## src/rtl/control_pkg.sv

```systemverilog
// Shared types and encodings for the registered instruction controller.
package control_pkg;

  typedef enum logic [1:0] {
    TypeR = 2'b00,
    TypeM = 2'b01,
    TypeB = 2'b10,
    TypeS = 2'b11
  } instruction_type_e;

  typedef enum logic [1:0] {
    StIdle,
    StExec,
    StMemWait,
    StHalted
  } state_t;

  // R-class func codes
  localparam logic [3:0] FuncAnd  = 4'd0;
  localparam logic [3:0] FuncOr   = 4'd1;
  localparam logic [3:0] FuncXor  = 4'd2;
  localparam logic [3:0] FuncAdd  = 4'd3;
  localparam logic [3:0] FuncSub  = 4'd4;
  localparam logic [3:0] FuncSlt  = 4'd5;
  localparam logic [3:0] FuncSlte = 4'd6;
  localparam logic [3:0] FuncEq   = 4'd7;

  // M-class op3 codes
  localparam logic [2:0] MopStore = 3'b000;
  localparam logic [2:0] MopLoad  = 3'b001;
  localparam logic [2:0] MopHalt  = 3'b111;

  // B-class conditions
  localparam logic [1:0] BcEq  = 2'b00;
  localparam logic [1:0] BcLt  = 2'b01;
  localparam logic [1:0] BcLte = 2'b10;
  localparam logic [1:0] BcUn  = 2'b11;

  // S-class sub-ops
  localparam logic [1:0] ScLsl = 2'b00;
  localparam logic [1:0] ScLsr = 2'b01;
  localparam logic [1:0] ScBf  = 2'b10;
  localparam logic [1:0] ScBb  = 2'b11;

endpackage

```

## src/rtl/instr_decode.sv

```systemverilog
// Pure field decode: instruction plus registered flags -> next control values.
module instr_decode #(
  parameter int unsigned INSTR_W = 9,
  parameter int unsigned LUT_W   = 5,
  parameter int unsigned SHAMT_W = 3
) (
  input  logic [INSTR_W-1:0] instr,
  input  logic               flag_eq,
  input  logic               flag_lt,
  output logic               reg_write,
  output logic               mem_write,
  output logic               mem_read,
  output logic               halt,
  output logic               load_flags,
  output logic               branch,
  output logic [LUT_W-1:0]   lut_index,
  output logic [2:0]         aluop,
  output logic               shift_dir,
  output logic [SHAMT_W-1:0] shift_amt
);
  import control_pkg::*;

  instruction_type_e typ;
  logic [2:0]        op3;
  logic [1:0]        op2;
  logic [3:0]        func;

  assign typ  = instruction_type_e'(instr[INSTR_W-1 -: 2]);
  assign op3  = instr[INSTR_W-3 -: 3];
  assign op2  = op3[2:1];
  assign func = instr[3:0];

  always_comb begin
    reg_write  = 1'b0;
    mem_write  = 1'b0;
    mem_read   = 1'b0;
    halt       = 1'b0;
    load_flags = 1'b0;
    branch     = 1'b0;
    lut_index  = '0;
    aluop      = '0;
    shift_dir  = 1'b0;
    shift_amt  = '0;
    unique case (typ)
      TypeR: begin
        aluop = op3;
        if (func <= FuncSub) begin
          reg_write = 1'b1;
        end else if (func <= FuncEq) begin
          load_flags = 1'b1;
        end
      end
      TypeM: begin
        case (op3)
          MopStore: mem_write = 1'b1;
          MopLoad:  mem_read  = 1'b1;
          MopHalt:  halt      = 1'b1;
          default:  ;
        endcase
      end
      TypeB: begin
        lut_index = instr[LUT_W-1:0];
        case (op2)
          BcEq:    branch = flag_eq;
          BcLt:    branch = flag_lt;
          BcLte:   branch = flag_lt | flag_eq;
          default: branch = 1'b1;
        endcase
      end
      TypeS: begin
        case (op2)
          ScLsl, ScLsr: begin
            shift_dir = (op2 == ScLsr);
            shift_amt = instr[SHAMT_W-1:0];
            reg_write = 1'b1;
          end
          ScBf:    branch = flag_eq;
          default: branch = flag_lt;
        endcase
      end
    endcase
  end

endmodule

```

## src/rtl/control_fsm.sv

```systemverilog
// Registered, handshaked instruction controller: decode, compare flags,
// memory request sequencing with timeout, and HALT parking.
module control_fsm #(
  parameter int unsigned INSTR_W     = 9,
  parameter int unsigned LUT_W       = 5,
  parameter int unsigned SHAMT_W     = 3,
  parameter int unsigned MEM_TIMEOUT = 15
) (
  input  logic               clk,
  input  logic               rst_n,
  input  logic [INSTR_W-1:0] instr,
  input  logic               instr_valid,
  output logic               instr_ready,
  input  logic               equal,
  input  logic               lessThan,
  input  logic               mem_ack,
  input  logic               start,
  output logic               regWrite,
  output logic               memWrite,
  output logic               memRead,
  output logic               branchEnable,
  output logic               mem_req,
  output logic [LUT_W-1:0]   LUTIndex,
  output logic [2:0]         Aluop,
  output logic               shiftDirection,
  output logic [SHAMT_W-1:0] shiftAmount,
  output logic               done,
  output logic               error
);
  import control_pkg::*;

  localparam bit          TimeoutEn = (MEM_TIMEOUT != 0);
  localparam int unsigned CntW      = TimeoutEn ? $clog2(MEM_TIMEOUT + 1) : 1;
  localparam logic [CntW-1:0] CntLimit = CntW'(MEM_TIMEOUT);

  state_t state_q, state_d;
  logic   flag_eq_q, flag_eq_d, flag_lt_q, flag_lt_d;
  logic [CntW-1:0] cnt_q, cnt_d;
  logic   reg_write_q, reg_write_d, mem_write_q, mem_write_d, mem_read_q, mem_read_d;
  logic   branch_q, branch_d, mem_req_q, mem_req_d, done_q, done_d, error_q, error_d;
  logic   shift_dir_q, shift_dir_d;
  logic [LUT_W-1:0]   lut_q, lut_d;
  logic [2:0]         aluop_q, aluop_d;
  logic [SHAMT_W-1:0] shift_amt_q, shift_amt_d;

  logic dec_reg_write, dec_mem_write, dec_mem_read, dec_halt, dec_load_flags, dec_branch;
  logic dec_shift_dir;
  logic [LUT_W-1:0]   dec_lut;
  logic [2:0]         dec_aluop;
  logic [SHAMT_W-1:0] dec_shift_amt;
  logic               accept;

  instr_decode #(
    .INSTR_W (INSTR_W),
    .LUT_W   (LUT_W),
    .SHAMT_W (SHAMT_W)
  ) u_decode (
    .instr      (instr),
    .flag_eq    (flag_eq_q),
    .flag_lt    (flag_lt_q),
    .reg_write  (dec_reg_write),
    .mem_write  (dec_mem_write),
    .mem_read   (dec_mem_read),
    .halt       (dec_halt),
    .load_flags (dec_load_flags),
    .branch     (dec_branch),
    .lut_index  (dec_lut),
    .aluop      (dec_aluop),
    .shift_dir  (dec_shift_dir),
    .shift_amt  (dec_shift_amt)
  );

  assign instr_ready = (state_q == StExec);
  assign accept      = instr_valid && instr_ready;

  always_comb begin
    state_d     = state_q;
    flag_eq_d   = flag_eq_q;
    flag_lt_d   = flag_lt_q;
    cnt_d       = cnt_q;
    // Single-cycle pulses fall back to zero unless re-armed below
    reg_write_d = 1'b0;
    branch_d    = 1'b0;
    lut_d       = '0;
    aluop_d     = '0;
    shift_dir_d = 1'b0;
    shift_amt_d = '0;
    mem_write_d = mem_write_q;
    mem_read_d  = mem_read_q;
    mem_req_d   = mem_req_q;
    done_d      = done_q;
    error_d     = error_q;
    unique case (state_q)
      StIdle: state_d = StExec;
      StExec: begin
        if (accept) begin
          reg_write_d = dec_reg_write;
          branch_d    = dec_branch;
          lut_d       = dec_lut;
          aluop_d     = dec_aluop;
          shift_dir_d = dec_shift_dir;
          shift_amt_d = dec_shift_amt;
          if (dec_load_flags) begin
            flag_eq_d = equal;
            flag_lt_d = lessThan;
          end
          if (dec_mem_read || dec_mem_write) begin
            state_d     = StMemWait;
            mem_req_d   = 1'b1;
            mem_read_d  = dec_mem_read;
            mem_write_d = dec_mem_write;
            cnt_d       = CntW'(1);
          end else if (dec_halt) begin
            state_d = StHalted;
            done_d  = 1'b1;
          end
        end
      end
      StMemWait: begin
        if (mem_ack) begin
          state_d     = StExec;
          reg_write_d = mem_read_q;
          mem_req_d   = 1'b0;
          mem_read_d  = 1'b0;
          mem_write_d = 1'b0;
          cnt_d       = '0;
        end else if (TimeoutEn && (cnt_q == CntLimit)) begin
          state_d     = StHalted;
          error_d     = 1'b1;
          done_d      = 1'b1;
          mem_req_d   = 1'b0;
          mem_read_d  = 1'b0;
          mem_write_d = 1'b0;
          cnt_d       = '0;
        end else if (TimeoutEn) begin
          cnt_d = cnt_q + CntW'(1);
        end
      end
      StHalted: begin
        if (start) begin
          state_d = StExec;
          done_d  = 1'b0;
          error_d = 1'b0;
        end
      end
    endcase
  end

  always_ff @(posedge clk or negedge rst_n) begin
    if (!rst_n) begin
      state_q     <= StIdle;
      flag_eq_q   <= 1'b0;
      flag_lt_q   <= 1'b0;
      cnt_q       <= '0;
      reg_write_q <= 1'b0;
      mem_write_q <= 1'b0;
      mem_read_q  <= 1'b0;
      branch_q    <= 1'b0;
      mem_req_q   <= 1'b0;
      done_q      <= 1'b0;
      error_q     <= 1'b0;
      lut_q       <= '0;
      aluop_q     <= '0;
      shift_dir_q <= 1'b0;
      shift_amt_q <= '0;
    end else begin
      state_q     <= state_d;
      flag_eq_q   <= flag_eq_d;
      flag_lt_q   <= flag_lt_d;
      cnt_q       <= cnt_d;
      reg_write_q <= reg_write_d;
      mem_write_q <= mem_write_d;
      mem_read_q  <= mem_read_d;
      branch_q    <= branch_d;
      mem_req_q   <= mem_req_d;
      done_q      <= done_d;
      error_q     <= error_d;
      lut_q       <= lut_d;
      aluop_q     <= aluop_d;
      shift_dir_q <= shift_dir_d;
      shift_amt_q <= shift_amt_d;
    end
  end

  assign regWrite       = reg_write_q;
  assign memWrite       = mem_write_q;
  assign memRead        = mem_read_q;
  assign branchEnable   = branch_q;
  assign mem_req        = mem_req_q;
  assign LUTIndex       = lut_q;
  assign Aluop          = aluop_q;
  assign shiftDirection = shift_dir_q;
  assign shiftAmount    = shift_amt_q;
  assign done           = done_q;
  assign error          = error_q;

endmodule

```

## config.mk

```make
export PLATFORM = sky130hd
export DESIGN_NAME = control_fsm
export DESIGN_NICKNAME = d
export VERILOG_FILES = /design/src/rtl/control_pkg.sv /design/src/rtl/instr_decode.sv /design/src/rtl/control_fsm.sv
export SDC_FILE = /design/constraint.sdc
export NUM_CORES = 1
export LEC_CHECK = 0
export BUFFER_PORTS_ARGS = -buffer_cell sky130_fd_sc_hd__buf_2
export CORE_UTILIZATION = 55
export CTS_CLUSTER_SIZE = 12
export DETAILED_ROUTE_END_ITERATION = 10
export GPL_TIMING_DRIVEN = 1
export PLACE_DENSITY = 0.83
export SLEW_MARGIN = 20
export SYNTH_ARGS = -nofsm -noshare
export SYNTH_HDL_FRONTEND = slang
export SYNTH_SLANG_ARGS = --single-unit
```

## constraint.sdc

```tcl
create_clock -name clk -period 3.75 [get_ports clk]
set_input_delay 0.75 -clock clk [delete_from_list [all_inputs] [get_ports clk]]
set_output_delay 0.75 -clock clk [all_outputs]
set_load 0.1 [all_outputs]
```

# == After elaboration in Yosys (flattened, before gate mapping) ==
# Cells that the tools add are included.
# classes
n_reduce_logical,16
add_sub_neg,1
eq_ne,20
bitwise_logic,1
mux,65
order_cmp,2
# ops
op,count
two-way mux 1 bit,33
two-way mux 3 bit,7
two-way mux 4 bit,4
one-hot mux 1 bit (2 select lines),8
two-way mux 5 bit,3
two-way mux 2 bit,6
AND reduction 4 bit,3
"== test 2 bit, second input constant",5
"<= comparator 4 x 3 -> 1 bit, second input constant",2
"!= test 2 bit, second input constant",4
one-hot mux 2 bit (4 select lines),1
one-hot mux 4 bit (2 select lines),1
AND reduction 7 bit,1
"== test 2 x 1 -> 1 bit, second input constant",3
zero test 2 bit,3
"!= test 2 x 1 -> 1 bit, second input constant",3
one-hot mux 1 bit (3 select lines),2
AND reduction 3 bit,2
"adder 4 x 1 -> 4 bit, second input constant",1
"== test 4 bit, second input constant",1
nonzero test 2 bit,2
"== test 3 x 1 -> 1 bit, second input constant",1
"== test 3 bit, second input constant",1
zero test 3 bit,1
7 further kinds,7
# totals
inputBits,16
word_cells,120
regBits,27

# == Longest topological paths before layout ==
# logic_depth
depth_word,7
ltp_mapped,7
depth_no_buf,6

# == By module ==
# From an unflattened synthesis, not the netlist that was laid out.
# unflattened
hier_cells,142
area_unflattened_um2,1466.4
# by_module_without_submodules
mod,cells_per_inst,instances,seq_area_each_um2,area_each_um2
control_fsm,109,1,675.6,1226.2
instr_decode,33,1,0.0,240.2

# == Worst setup path after synthesis ==
# No wires, ideal clock.
# synth_timing
path_kind,reg-to-reg
start,register state_q[1]
end,register flag_eq_q
slack_ns,1.306
t_arrival_ns,2.319
path_buffers,1
required_time_ns,3.625
path_stages_with_launch,8
period_less_slack_ns,2.444
path_cell_list,dfrtp_1 > inv_1 > ha_1 > clkbuf_2 > and2_1 > nand2_1 > nor3_2 > mux2_2
# synth_via
elab_chain_cells,3
# synth_rtl
element,line,source
start: declaration,control_fsm.sv:36,"state_t state_q, state_d;"
start signal: assignment,control_fsm.sv:151,state_q <= StIdle;
start signal: assignment,control_fsm.sv:167,state_q <= state_d;
== test 2 x 1 -> 1 bit (*),control_fsm.sv:73,assign instr_ready = (state_q == StExec);
named net instr_ready,control_fsm.sv:13,"output logic instr_ready,"
logical AND 1 bit,control_fsm.sv:74,assign accept = instr_valid && instr_ready;
AND reduction 3 bit (no source line) (*),n/a,
end signal: assignment,control_fsm.sv:168,flag_eq_q <= flag_eq_d;
end: declaration,control_fsm.sv:37,"logic flag_eq_q, flag_eq_d, flag_lt_q, flag_lt_d;"
# Mark *: on every way through the listed nets, which the timed path passes. The rest lies on a longest branch.
# A chain may end at the register's enable or synchronous reset.

# == Worst setup path after layout ==
# layout_timing
start,register state_q[1]
end,output port instr_ready
# layout_via
elab_chain_cells,1
# layout_rtl
element,line
== test 2 x 1 -> 1 bit,control_fsm.sv:73
end: declaration,control_fsm.sv:13
# Every way passes these cells.

==> results.toml <==
[power_and_ir_drop]
totalPowerFinal_uw = 1090
p_per_area_nw_per_um2 = 704
peakVddDrop_uv = 614
p_leak_uw = 0.000847

[setup_path]
r2r_slack_ps = 1710
crit_path_start_kind = "register"
critPathCapture = "instr_ready"
crit_type = "register to output pin"
crit_required_ps = 3000
crit_arrival_ps = 1740
worstPathMaxFanout = 10
crit_start = "state_q[1]"
timing.rr.start = "state_q[1]"
crit_path_end_kind = "output pin"
reg2reg_depth = 6
r2r-end = "flag_lt_q"

[sta]
period_needed_ps = 2490
hold_viol_final = 0
finalSetupViolCount = 0
finalSetupTns_ps = 0
timing.fmax_mhz = 401
fin_skew_ps = 7.12
slew_viol_final = 0
timing.hold.ws_ps = 392
relSlewSlack_pct = 62.6
max_slew.worst_pin.slew_ps = 561
fin_crit_sh_pct = 66.5
rsz0062_at_grt = "false"

[final_layout]
post-route-util_pct = 68.8
layout_commonest_cell = "buf_2"
final_area_um2 = 1550
drive_gt1_share_pct = 29.3
final_cell_mix = "buf_2 (35), dfrtp_1 (27), and3_1 (12)"
final_nets = 183
register_area_um2 = 676
num-fill-cells = 191
area.growth.synth_to_final_pct = 16.6
diodes = 0
multi_input_area_um2 = 604

[global_route]
grt_pass1_vias = 1017
grt_overflow = 0
antenna_found_initial = 0
grt_max_degree = 28
grt_pass1_wl_um = 4390
grtUsageTotal_pct = 22.9

[die]
dieArea_um2 = 2620
die-width_um = 51.2
rows = 17
start_util_pct = 59.0
num_io_pins = 36
design.core.area_um2 = 2250
fp.dieH_um = 51.2

[worst_hold_path]
hold_class = "input port to asynchronous set/reset pin"

[routing]
vias = 998
first_pass_iters = 4
first_iter_violations = 34
wirelength_um = 2430
avgRoutedWirePerCell_um = 13.1
ant_nets = 0
viasPerCell = 5.39
drc = 0

[clock_tree]
cts.repair.resized = 0
clkSinkCount = 27
post_cts_buffers = 0
cts_max_level = 1
clock_path_buffers = 2
clock_latency_ps = 320
cts-root-buf = "clkbuf_4"
cts_made_buffers = 3
clkTransAtPathRegs_ps = 150
cts_tree = "yes"
hold_buffers = 0

[synth]
yosys_warnings = 0
synthCells = 121
synth_ff_type = "dfrtp_1"
synthArstFlopShare_pct = 100
synth-seq-cells = 27
synth_fp_nets = 146
yosysUniqueCellTypes = 35
seq_area_frac_synth_pct = 50.8
syn_area_per_cell_um2 = 11.0
synth_edf_count = 0
synthesis.area_um2 = 1330

[placement]
numPortBuffers = 35
post_dp_cell_area_um2 = 1520
dp_hpwl_um = 1930
gp_congestion = 0.813

[outcome]
status = "complete, no violations"

[flow_run]
max_cap_viol_count = 0
critical path, cell delays in order, from the launching register on:
cell and delay [ps]:
dfrtp_1 420, inv_1 110, ha_1 390, buf_2 500
how the worst min path moves through the flow:
stage                        start  slack, ps        endpoint  cells after the start
after detailed placement  cnt_q[3]        470        cnt_q[3]                      1
after floorplan              rst_n        450        Aluop[0]                      0
after global routing         rst_n        430     LUTIndex[1]                      1
final                        rst_n        390  shiftAmount[1]                      1
after global placement    cnt_q[3]        470        cnt_q[3]                      1
after CTS                    rst_n        410     LUTIndex[1]                      1
cell usage after synthesis, types with 3 or more instances:
library cell   n  area share [%]
a21oi_1        4             1.5
and3_1        12             5.6
dfrtp_1       27              51
ha_1           9             8.5
inv_1          8             2.3
mux2_2         3             2.5
nand2_1       10             2.8
nand3_1        4             1.5
nor2_1         5             1.4
o21ai_0        7             2.6
flip-flops by register name (all words and copies together) (netlist names):
signal and flops:
cnt_q 4, regWrite 1, memWrite 1, memRead 1, shiftDirection 1, shiftAmount 3, branchEnable 1, mem_req 1
LUTIndex 5, error 1, Aluop 3, state_q 2, flag_eq_q 1, done 1, flag_lt_q 1
final cells by class:
type / count / share of cell area (%)
tap: 28 / 2.26
clock inverter: 1 / 0.484
inverter: 8 / 1.94
timing repair buffer: 35 / 11.3
multi-input combinational: 83 / 39.0
sequential: 27 / 43.6
clock buffer: 3 / 1.45
routing by layer:
metal	vias to the layer above	part of all wire [%]	global-route usage [%]
li1	502	-	-
met1	468	48	30.3
met2	26	47	38.4
met3	2	4.3	2.68
met4	0	0.49	8.80
met5	-	0	0
where the power goes:
part	switching [µW]	total, µW	internal (µW)
logic	444	583	139
registers	35.1	383	348
clock network	84.6	125	40.7
stage by stage:
stage                     worst slack [ps]  instances
final                                 1260        185
after global routing                  1160        185
after CTS                             1230        185
after detailed placement              1610        181
after global placement                1700        181
after floorplan                       1310        121
kinds of logic after synthesis:
| kind of cell | share of synthesized area [%] |
|---|---|
| fa+ha+maj | 8.47 |
| flops | 50.8 |
| mux | 4.05 |
| buf+inv | 3.76 |
| simple gates | 18.6 |
| compound gates | 14.3 |
(Power assumes the default switching activity.)
